$ cat config.mk
export PLATFORM = sky130hd
export DESIGN_NAME = pll_phase_step_ctrl_flat
export DESIGN_NICKNAME = d
export VERILOG_FILES = /design/src/rtl/pll_phase_pkg.sv /design/src/rtl/pll_phase_step_ctrl_if.sv /design/src/rtl/pll_phase_step_ctrl_lock_sync2.sv /design/src/rtl/pll_phase_step_ctrl.sv /design/src/flat_wrapper.sv
export SDC_FILE = /design/constraint.sdc
export NUM_CORES = 1
export LEC_CHECK = 0
export CAP_MARGIN = 10
export CELL_PAD_IN_SITES_DETAIL_PLACEMENT = 1
export CELL_PAD_IN_SITES_GLOBAL_PLACEMENT = 1
export CORE_MARGIN = 1.5
export CORE_UTILIZATION = 43
export CTS_BUF_LIST = sky130_fd_sc_hd__clkbuf_16
export CTS_CLUSTER_DIAMETER = 200
export DETAILED_ROUTE_END_ITERATION = 10
export GPL_TIMING_DRIVEN = 0
export MAX_ROUTING_LAYER = met4
export PLACE_DENSITY = 0.83
export SYNTH_ARGS = -nofsm -noshare
export SYNTH_HDL_FRONTEND = slang
export SYNTH_SLANG_ARGS = --single-unit
$ cat constraint.sdc
create_clock -name clk -period 4.2 [get_ports clk]
set_input_delay 0.63 -clock clk [delete_from_list [all_inputs] [get_ports clk]]
set_output_delay 0.63 -clock clk [all_outputs]
set_load 0.01 [all_outputs]
$ cat src/rtl/pll_phase_pkg.sv
// Shared definitions for the PLL dynamic phase-step controller:
// FSM state encoding, output count, position width and saturation limits.
package pll_phase_pkg;

  typedef enum logic [2:0] {
    S_IDLE,
    S_SETUP,
    S_STEP,
    S_GAP,
    S_LOAD,
    S_WAIT_LOCK,
    S_DONE,
    S_ERR
  } state_t;

  localparam int NUM_PLL_OUT = 5;
  localparam int POS_W       = 10;
  localparam int POS_MAX     = 511;
  localparam int POS_MIN     = -511;

  // Signed position plus/minus an unsigned step count, clamped to +/-511.
  function automatic logic [POS_W-1:0] sat_add(input logic [POS_W-1:0] pos,
                                               input logic             dir,
                                               input logic [7:0]       steps);
    int sum;
    sum = int'($signed(pos)) + (dir ? int'(steps) : -int'(steps));
    if (sum > POS_MAX) sum = POS_MAX;
    else if (sum < POS_MIN) sum = POS_MIN;
    return POS_W'(sum);
  endfunction

endpackage

$ cat src/rtl/pll_phase_step_ctrl_if.sv
// Request channel of the phase-step controller plus FSM state visibility.
// Handshake: a request transfers on a rising clk edge where req_valid and
// req_ready are both high; req_sel/req_dir/req_steps must be stable while
// req_valid is high, and req_ready is high only while the controller is idle.
interface pll_phase_step_ctrl_if;
  import pll_phase_pkg::*;

  logic       req_valid;
  logic       req_ready;
  logic [2:0] req_sel;
  logic       req_dir;
  logic [7:0] req_steps;
  state_t     state_dbg;

  modport master (
    output req_valid, req_sel, req_dir, req_steps,
    input  req_ready, state_dbg
  );

  modport slave (
    input  req_valid, req_sel, req_dir, req_steps,
    output req_ready, state_dbg
  );
endinterface

$ cat src/rtl/pll_phase_step_ctrl_lock_sync2.sv
// Two-flop synchronizer for the asynchronous PLL lock indication.
module lock_sync2 (
  input  logic clk,
  input  logic rst,
  input  logic d,
  output logic q
);
  logic meta;

  // Shift the asynchronous input through two flops; reset clears both.
  always_ff @(posedge clk or posedge rst) begin
    if (rst) begin
      meta <= 1'b0;
      q    <= 1'b0;
    end else begin
      meta <= d;
      q    <= meta;
    end
  end
endmodule

$ cat src/rtl/pll_phase_step_ctrl.sv
// Dynamic phase-shift initiator for the ADC clock PLL phase-adjust port.
// Emits spaced PHASE_STEP_N pulses, a LOAD_PHASE pulse, then waits for a
// stable re-lock. Optional feature macro: PLL_PHASE_ACCUM_EN (per-output
// signed position accumulators shown on phase_pos).
module pll_phase_step_ctrl
  import pll_phase_pkg::*;
#(
  parameter int STEP_GAP     = 8,
  parameter int LOCK_STABLE  = 16,
  parameter int LOCK_TIMEOUT = 4096
) (
  input  logic                 clk,
  input  logic                 rst,
  pll_phase_step_ctrl_if.slave req,
  input  logic                 pll_lock,
  output logic [2:0]           phase_sel,
  output logic                 phase_dir,
  output logic                 phase_step_n,
  output logic                 load_phase,
  output logic                 busy,
  output logic                 done,
  output logic                 err,
  output logic [POS_W-1:0]     phase_pos
);

  localparam int GAP_W = $clog2(STEP_GAP);
  localparam int STB_W = $clog2(LOCK_STABLE + 1);
  localparam int TO_W  = $clog2(LOCK_TIMEOUT + 1);

  state_t           state, state_n;
  logic [2:0]       sel_q;
  logic             dir_q;
  logic [7:0]       steps_q;
  logic [7:0]       rem_q;
  logic [GAP_W-1:0] gap_cnt;
  logic [STB_W-1:0] stable_cnt;
  logic [TO_W-1:0]  total_cnt;
  logic             lock_gated;
  logic             lock_s;

  // Lock only reaches the synchronizer while waiting for it, so lock
  // activity outside WAIT_LOCK never counts toward stability.
  assign lock_gated = pll_lock & (state == S_WAIT_LOCK);

  lock_sync2 u_lock_sync (
    .clk (clk),
    .rst (rst),
    .d   (lock_gated),
    .q   (lock_s)
  );

  assign phase_sel     = sel_q;
  assign phase_dir     = dir_q;
  assign req.state_dbg = state;

  // State register.
  always_ff @(posedge clk or posedge rst) begin
    if (rst) state <= S_IDLE;
    else     state <= state_n;
  end

  // Next-state logic and state-decoded (Moore) outputs.
  always_comb begin
    state_n       = state;
    req.req_ready = 1'b0;
    busy          = 1'b1;
    phase_step_n  = 1'b1;
    load_phase    = 1'b0;
    done          = 1'b0;
    err           = 1'b0;
    case (state)
      S_IDLE: begin
        req.req_ready = 1'b1;
        busy          = 1'b0;
        if (req.req_valid) state_n = S_SETUP;
      end
      S_SETUP: begin
        if (sel_q >= 3'(NUM_PLL_OUT)) state_n = S_ERR;
        else if (steps_q == 8'd0)     state_n = S_LOAD;
        else                          state_n = S_STEP;
      end
      S_STEP: begin
        phase_step_n = 1'b0;
        state_n      = S_GAP;
      end
      S_GAP: begin
        if (gap_cnt == GAP_W'(STEP_GAP - 1))
          state_n = (rem_q != 8'd0) ? S_STEP : S_LOAD;
      end
      S_LOAD: begin
        load_phase = 1'b1;
        state_n    = S_WAIT_LOCK;
      end
      S_WAIT_LOCK: begin
        if (lock_s && (stable_cnt == STB_W'(LOCK_STABLE - 1)))
          state_n = S_DONE;
        else if (total_cnt == TO_W'(LOCK_TIMEOUT - 1))
          state_n = S_ERR;
      end
      S_DONE: begin
        done    = 1'b1;
        state_n = S_IDLE;
      end
      S_ERR: begin
        err     = 1'b1;
        state_n = S_IDLE;
      end
      default: state_n = S_IDLE;
    endcase
  end

  // Request latch, remaining-step count, gap spacing and lock counters.
  always_ff @(posedge clk or posedge rst) begin
    if (rst) begin
      sel_q      <= '0;
      dir_q      <= 1'b0;
      steps_q    <= '0;
      rem_q      <= '0;
      gap_cnt    <= '0;
      stable_cnt <= '0;
      total_cnt  <= '0;
    end else begin
      if (state == S_IDLE && req.req_valid) begin
        sel_q   <= req.req_sel;
        dir_q   <= req.req_dir;
        steps_q <= req.req_steps;
        rem_q   <= req.req_steps;
      end
      if (state == S_STEP) rem_q <= rem_q - 8'd1;
      gap_cnt <= (state == S_GAP) ? gap_cnt + GAP_W'(1) : '0;
      if (state == S_WAIT_LOCK) begin
        total_cnt  <= total_cnt + TO_W'(1);
        stable_cnt <= lock_s ? stable_cnt + STB_W'(1) : '0;
      end else begin
        total_cnt  <= '0;
        stable_cnt <= '0;
      end
    end
  end

`ifdef PLL_PHASE_ACCUM_EN
  logic [POS_W-1:0] pos_q [NUM_PLL_OUT];
  logic [2:0]       last_sel;

  // Update the selected output's position as DONE is entered, so the new
  // value is visible during the DONE cycle itself.
  always_ff @(posedge clk or posedge rst) begin
    if (rst) begin
      for (int i = 0; i < NUM_PLL_OUT; i++) pos_q[i] <= '0;
      last_sel <= '0;
    end else if (state == S_WAIT_LOCK && state_n == S_DONE) begin
      for (int i = 0; i < NUM_PLL_OUT; i++)
        if (sel_q == 3'(i)) pos_q[i] <= sat_add(pos_q[i], dir_q, steps_q);
      last_sel <= sel_q;
    end
  end

  // Present the position of the most recently completed output.
  always_comb begin
    phase_pos = '0;
    for (int i = 0; i < NUM_PLL_OUT; i++)
      if (last_sel == 3'(i)) phase_pos = pos_q[i];
  end
`else
  assign phase_pos = '0;
`endif

endmodule

$ cat src/flat_wrapper.sv
// flat-port wrapper written by rule: the top's interface ports become plain ports
module pll_phase_step_ctrl_flat import pll_phase_pkg::*;
#(
  parameter int STEP_GAP     = 8,
  parameter int LOCK_STABLE  = 16,
  parameter int LOCK_TIMEOUT = 4096
)
  (clk, rst, pll_lock, phase_sel, phase_dir, phase_step_n, load_phase, busy, done, err, phase_pos, req_req_valid, req_req_sel, req_req_dir, req_req_steps, req_req_ready, req_state_dbg);
  pll_phase_step_ctrl_if req_i ();
  input  logic clk;
  input  logic rst;
  input  logic pll_lock;
  output logic [2:0] phase_sel;
  output logic phase_dir;
  output logic phase_step_n;
  output logic load_phase;
  output logic busy;
  output logic done;
  output logic err;
  output logic [POS_W-1:0] phase_pos;
  input wire logic [$bits(req_i.req_valid)-1:0] req_req_valid;
  input wire logic [$bits(req_i.req_sel)-1:0] req_req_sel;
  input wire logic [$bits(req_i.req_dir)-1:0] req_req_dir;
  input wire logic [$bits(req_i.req_steps)-1:0] req_req_steps;
  output wire logic [$bits(req_i.req_ready)-1:0] req_req_ready;
  output wire logic [$bits(req_i.state_dbg)-1:0] req_state_dbg;
  assign req_i.req_valid = req_req_valid;
  assign req_i.req_sel = req_req_sel;
  assign req_i.req_dir = req_req_dir;
  assign req_i.req_steps = req_req_steps;
  assign req_req_ready = req_i.req_ready;
  assign req_state_dbg = req_i.state_dbg;
  pll_phase_step_ctrl #(.STEP_GAP(STEP_GAP), .LOCK_STABLE(LOCK_STABLE), .LOCK_TIMEOUT(LOCK_TIMEOUT)) u_core (.clk(clk), .rst(rst), .req(req_i), .pll_lock(pll_lock), .phase_sel(phase_sel), .phase_dir(phase_dir), .phase_step_n(phase_step_n), .load_phase(load_phase), .busy(busy), .done(done), .err(err), .phase_pos(phase_pos));
endmodule
# Word level (Yosys, flattened, before mapping)
# Cells that the tools add are included.
# op_classes
mux	20
n_eq_ne	13
n_bitwise	1
n_addsub	4
reduce_logical	8
order_cmp	1
# op_table
op	n
3-bit 2-to-1 mux	8
3-bit case mux with 7 select lines	1
8-bit 2-to-1 mux	2
3-bit equality test (second input constant)	5
13-bit by 1-bit adder with 13-bit output (second input constant)	1
13-bit by 12-bit equality test with 1-bit output (second input constant)	1
13-bit 2-to-1 mux	1
5-bit 2-to-1 mux	2
8-bit logical NOT	1
8-bit nonzero test	1
8-bit by 1-bit subtractor with 8-bit output (second input constant)	1
3-bit by 2-bit equality test with 1-bit output (second input constant)	2
1-bit 2-to-1 mux	6
5-bit by 1-bit adder with 5-bit output (second input constant)	1
5-bit by 4-bit equality test with 1-bit output (second input constant)	1
3-bit by 1-bit adder with 3-bit output (second input constant)	1
3-bit by 1-bit equality test with 1-bit output (second input constant)	1
3-bit >= comparator (second input constant)	1
3-bit logical NOT	1
3-bit inequality test (second input constant)	1
3-bit AND reduction	1
1-bit logical AND	2
2-bit by 1-bit inequality test with 1-bit output (second input constant)	1
2-bit inequality test (second input constant)	1
other kinds (3)	3
# word_totals
elab_cells	57
reg_bits	46

# Longest topological paths before layout
# depth
ltp_word	4
mapped_depth	7
mapped_depth_nobuf	7

# Modules after synthesis
# A second synthesis with hierarchy kept.
# unflattened
cells_unflattened	245
hier_area_um2	2304.7
# by_module_without_submodules
module	cells_each	area_each_um2	seq_area_each_um2	instances
pll_phase_step_ctrl	242	2250.9	1101.1	1
lock_sync2	3	53.8	50.0	1

# Worst setup path before layout
# Ideal clock, no wire load.
# synth_path
path_type	register to register
startpoint	register u_core.rem_q[3]
endpoint	register u_core.state[1], in the netlist u_core.req.state_dbg[1]
slack_ns	2.292
setup_time_ns	0.137
t_required_ns	4.063
stages_incl_launch_ff	5
t_arrival_ns	1.770
path_cell_list	dfrtp_1 or4_4 or3_4 a2111oi_2 o22ai_1
# synth_between
elab_chain_cells	4
# synth_rtl
item	line	text
from (decl)	pll_phase_step_ctrl.sv:34	logic [7:0] rem_q;
from (signal assigned)	pll_phase_step_ctrl.sv:127	rem_q <= req.req_steps;
from (signal assigned)	pll_phase_step_ctrl.sv:129	if (state == S_STEP) rem_q <= rem_q - 8'd1;
8-bit nonzero test	pll_phase_step_ctrl.sv:88	state_n = (rem_q != 8'd0) ? S_STEP : S_LOAD;
3-bit 2-to-1 mux	pll_phase_step_ctrl.sv:88	
3-bit 2-to-1 mux	pll_phase_step_ctrl.sv:87	if (gap_cnt == GAP_W'(STEP_GAP - 1))
3-bit case mux with 7 select lines	pll_phase_step_ctrl.sv:71	case (state)
to (signal assigned)	pll_phase_step_ctrl.sv:59	else state <= state_n;
to (decl)	pll_phase_step_ctrl.sv:30	state_t state, state_n;
# No other way between the ends. The select of a mux whose other input is x is not followed.
# A chain may end at the register's enable or synchronous reset.

# Worst setup path in the final report
# layout_path
startpoint	register u_core.state[1], in the netlist u_core.req.state_dbg[1]
endpoint	output err
# layout_between
elab_chain_cells	2
# layout_rtl
item	line	text
3-bit equality test	pll_phase_step_ctrl.sv:71	
1-bit 2-to-1 mux	pll_phase_step_ctrl.sv:71	
to (decl)	flat_wrapper.sv:19	output logic err;
# No other way between the ends.

==> flow_summary.ini <==
[die]
die_h_um = 74.7
die_width_um = 74.7
rows = 25
ios = 39
die-area_um2 = 5580
core_um2 = 4850
start_util = 0.456

[timing]
finalCriticalPeriod_ps = 2600
final-setup-viol-count = 0
worstMarginPinSlew_ps = 671
layout_worst_path_cycle_share = 0.619
skew_ps = 3.72
max_freq_mhz = 385
rsz0062_at_grt = no
drv_slew = 0
maxSlewHeadroom = 0.548
hold_violations = 0
finalSetupTns_ps = 0

[cts]
cts_buffers = 5
clk_latency_ps = 290
cts.clk_slew.worst_paths_ps = 60
cts_resized = 0
tritoncts = built
cts.sinks = 46
cts_buffer_depth = 2
ctsHoldBuffers = 0
postCtsSetupRepairBufs = 0
cts-root-buf = clkbuf_16
htree_levels = 2

[worst_setup_path]
end_kind = output port
crit_path_start_kind = flip-flop
reg2regPathDepth = 6
crit_buf_inv = 2
cpLargestDelayFamily = buffers and inverters
path_depth = 4
crit_chain = clkbuf_1 > nand2_1 > nor2_1 > clkdlybuf4s50_1
worstPathArrival_ps = 1970
path_class = flip-flop to output port
slowest_delay_ps = 560
cp.required_ps = 3570
path_max_fanout = 10
cp_slowest_cell = clkdlybuf4s50_1

[placement]
buffer_ports.inserted = 28
dpl.hpwl_mm = 3.78
routabilityCongestion = 0.760

[global_route]
track_usage = 0.222
grt_pass1_wl_mm = 8.94
grt_pass1_vias = 1911
grt_max_degree = 30
antenna_found_initial = 0
overflow = 0

[synthesis]
synth_cell_types = 41
synthCells = 234
synth_top_area_cell = dfrtp_1
synth_warnings = 0
synth.avg_cell_area_um2 = 9.45
synthDominantCellAreaShare = 0.520
ys_seq_area_frac = 0.520
ys_ff_latch = 46
synth_area_leaders = dfrtp_1 (52%), nand2_1 (7.8%), nor2_1 (3.9%)
syn_area_um2 = 2210

[final_layout]
fin_util = 0.572
drive_above_1_share = 0.0929
layout_common_cells = nand2_1 (46), dfrtp_1 (46), clkdlybuf4s50_1 (28)
n_antenna_cell = 0
nNetsFinal = 301
area_delta_synth_final_pct = 25.3

[drt]
route.vias.total = 1781
wl_mm = 5.27
viasPerCell = 5.13
avgRoutedWirePerCell_um = 15.2
drc = 0
dr.first_iter.drc_count = 54
ant_nets = 0
first_pass_iters = 4

[status]
status = completed

[job]
max_cap_violations = 0

[power_and_ir_drop]
powerDensity_nw_per_um2 = 312
leakage_uw = 0.00125
ir_drop_mv = 0.179

[hold_path]
worstHoldPathCells = 0
holdCritPathClass = flip-flop to flip-flop
[sequential cells by signal, summed over array words and instances (netlist names)]
signal                   cells
u_core.rem_q                 8
u_core.u_lock_sync.q         1
u_core.req.state_dbg         3
u_core.u_lock_sync.meta      1
u_core.phase_dir             1
u_core.steps_q               8
u_core.stable_cnt            5
u_core.gap_cnt               3
u_core.total_cnt            13
u_core.phase_sel             3
[metal layers]
| metal | up-vias | wire (µm) | global-route usage |
|---|---|---|---|
| li1 | 863 | - | - |
| met1 | 880 | 2280 | 0.259 |
| met2 | 27 | 2760 | 0.384 |
| met3 | 11 | 109 | 0.0361 |
| met4 | 0 | 122 | 0.0848 |
| met5 | - | 0 | - |
[worst register-to-register path: stages, from the launching register on]
cell and delay [ps]:
dfrtp_1 470, nor3b_2 390, inv_2 180, or4_1 440, clkbuf_1 180, o211ai_1 180
o311ai_0 140
[cells by family (layout without fill, tap and decap cells)]
logic type	Yosys count	after routing	share of synthesized area
compound gates	27	27	0.0832
xor+xnor	11	11	0.0436
fa+ha+maj	6	6	0.0339
buf+inv	28	65	0.0645
flops	46	46	0.520
mux	1	1	0.00509
other cells	1	10	0.00170
simple gates	114	114	0.248
[per-stage QoR]
stage	cell area [µm²]	std cells	setup slack, ps	power (µW)	hold slack [ps]
3_5_place_dp	2630	339	1650	489	347
6_report	2770	347	1600	864	366
3_3_place_gp	2610	338	1530	486	338
4_1_cts	2770	347	1590	873	373
5_1_grt	2770	347	1450	891	373
2_1_floorplan	2250	243	2290	469	331
[worst paths after layout]
| check | to | slack [ps] | startpoint |
|---|---|---|---|
| setup / recovery | err | 1600 | u_core.req.state_dbg[1] |
| hold / removal | u_core.u_lock_sync.q | 370 | u_core.u_lock_sync.meta |
| setup reg to reg | u_core.rem_q[7] | 2090 | u_core.req.state_dbg[2] |
| hold reg to reg | u_core.u_lock_sync.q | 370 | u_core.u_lock_sync.meta |
| max in group asynchronous | u_core.phase_sel[2] | 3060 | rst |
| min in group asynchronous | u_core.total_cnt[7] | 660 | rst |
[power by group]
part | switching [µW] | leakage, µW | total, µW | internal (µW)
Sequential | 0 | 0.000607 | 443 | 443
Combinational | 17.2 | 0.000573 | 37.5 | 20.3
Clock | 166 | 0.0000672 | 384 | 217
[synth_stat cells (all sizes together)]
library cell,count
dfrtp,46
nand2,46
nor2,23
inv,11
buf,10
xnor2,9
nand3,8
clkbuf,7
nor3,7
o21ai,7
a21oi,6
ha,6
nor4,6
and2,5
or3,5
o211ai,4
and3,3
and3b,2
nand2b,2
nand4,2
o311ai,2
or4,2
xor2,2
a2111oi,1
a211oi,1
a221o,1
a311oi,1
a31oi,1
conb,1
mux2,1
nor3b,1
o221ai,1
o22ai,1
o31a,1
or2,1
or4b,1
[final cells by class]
class | instances | area, µm²
well taps | 67 | 83.8
fillers | 567 | 2080
multi-input cells | 169 | 952
flip-flops and latches | 46 | 1150
inverters | 11 | 41.3
plain buffers | 17 | 101
clock buffers | 5 | 125
repair buffers | 29 | 300
clock inverters | 3 | 16.3
(Power assumes the default switching activity.)
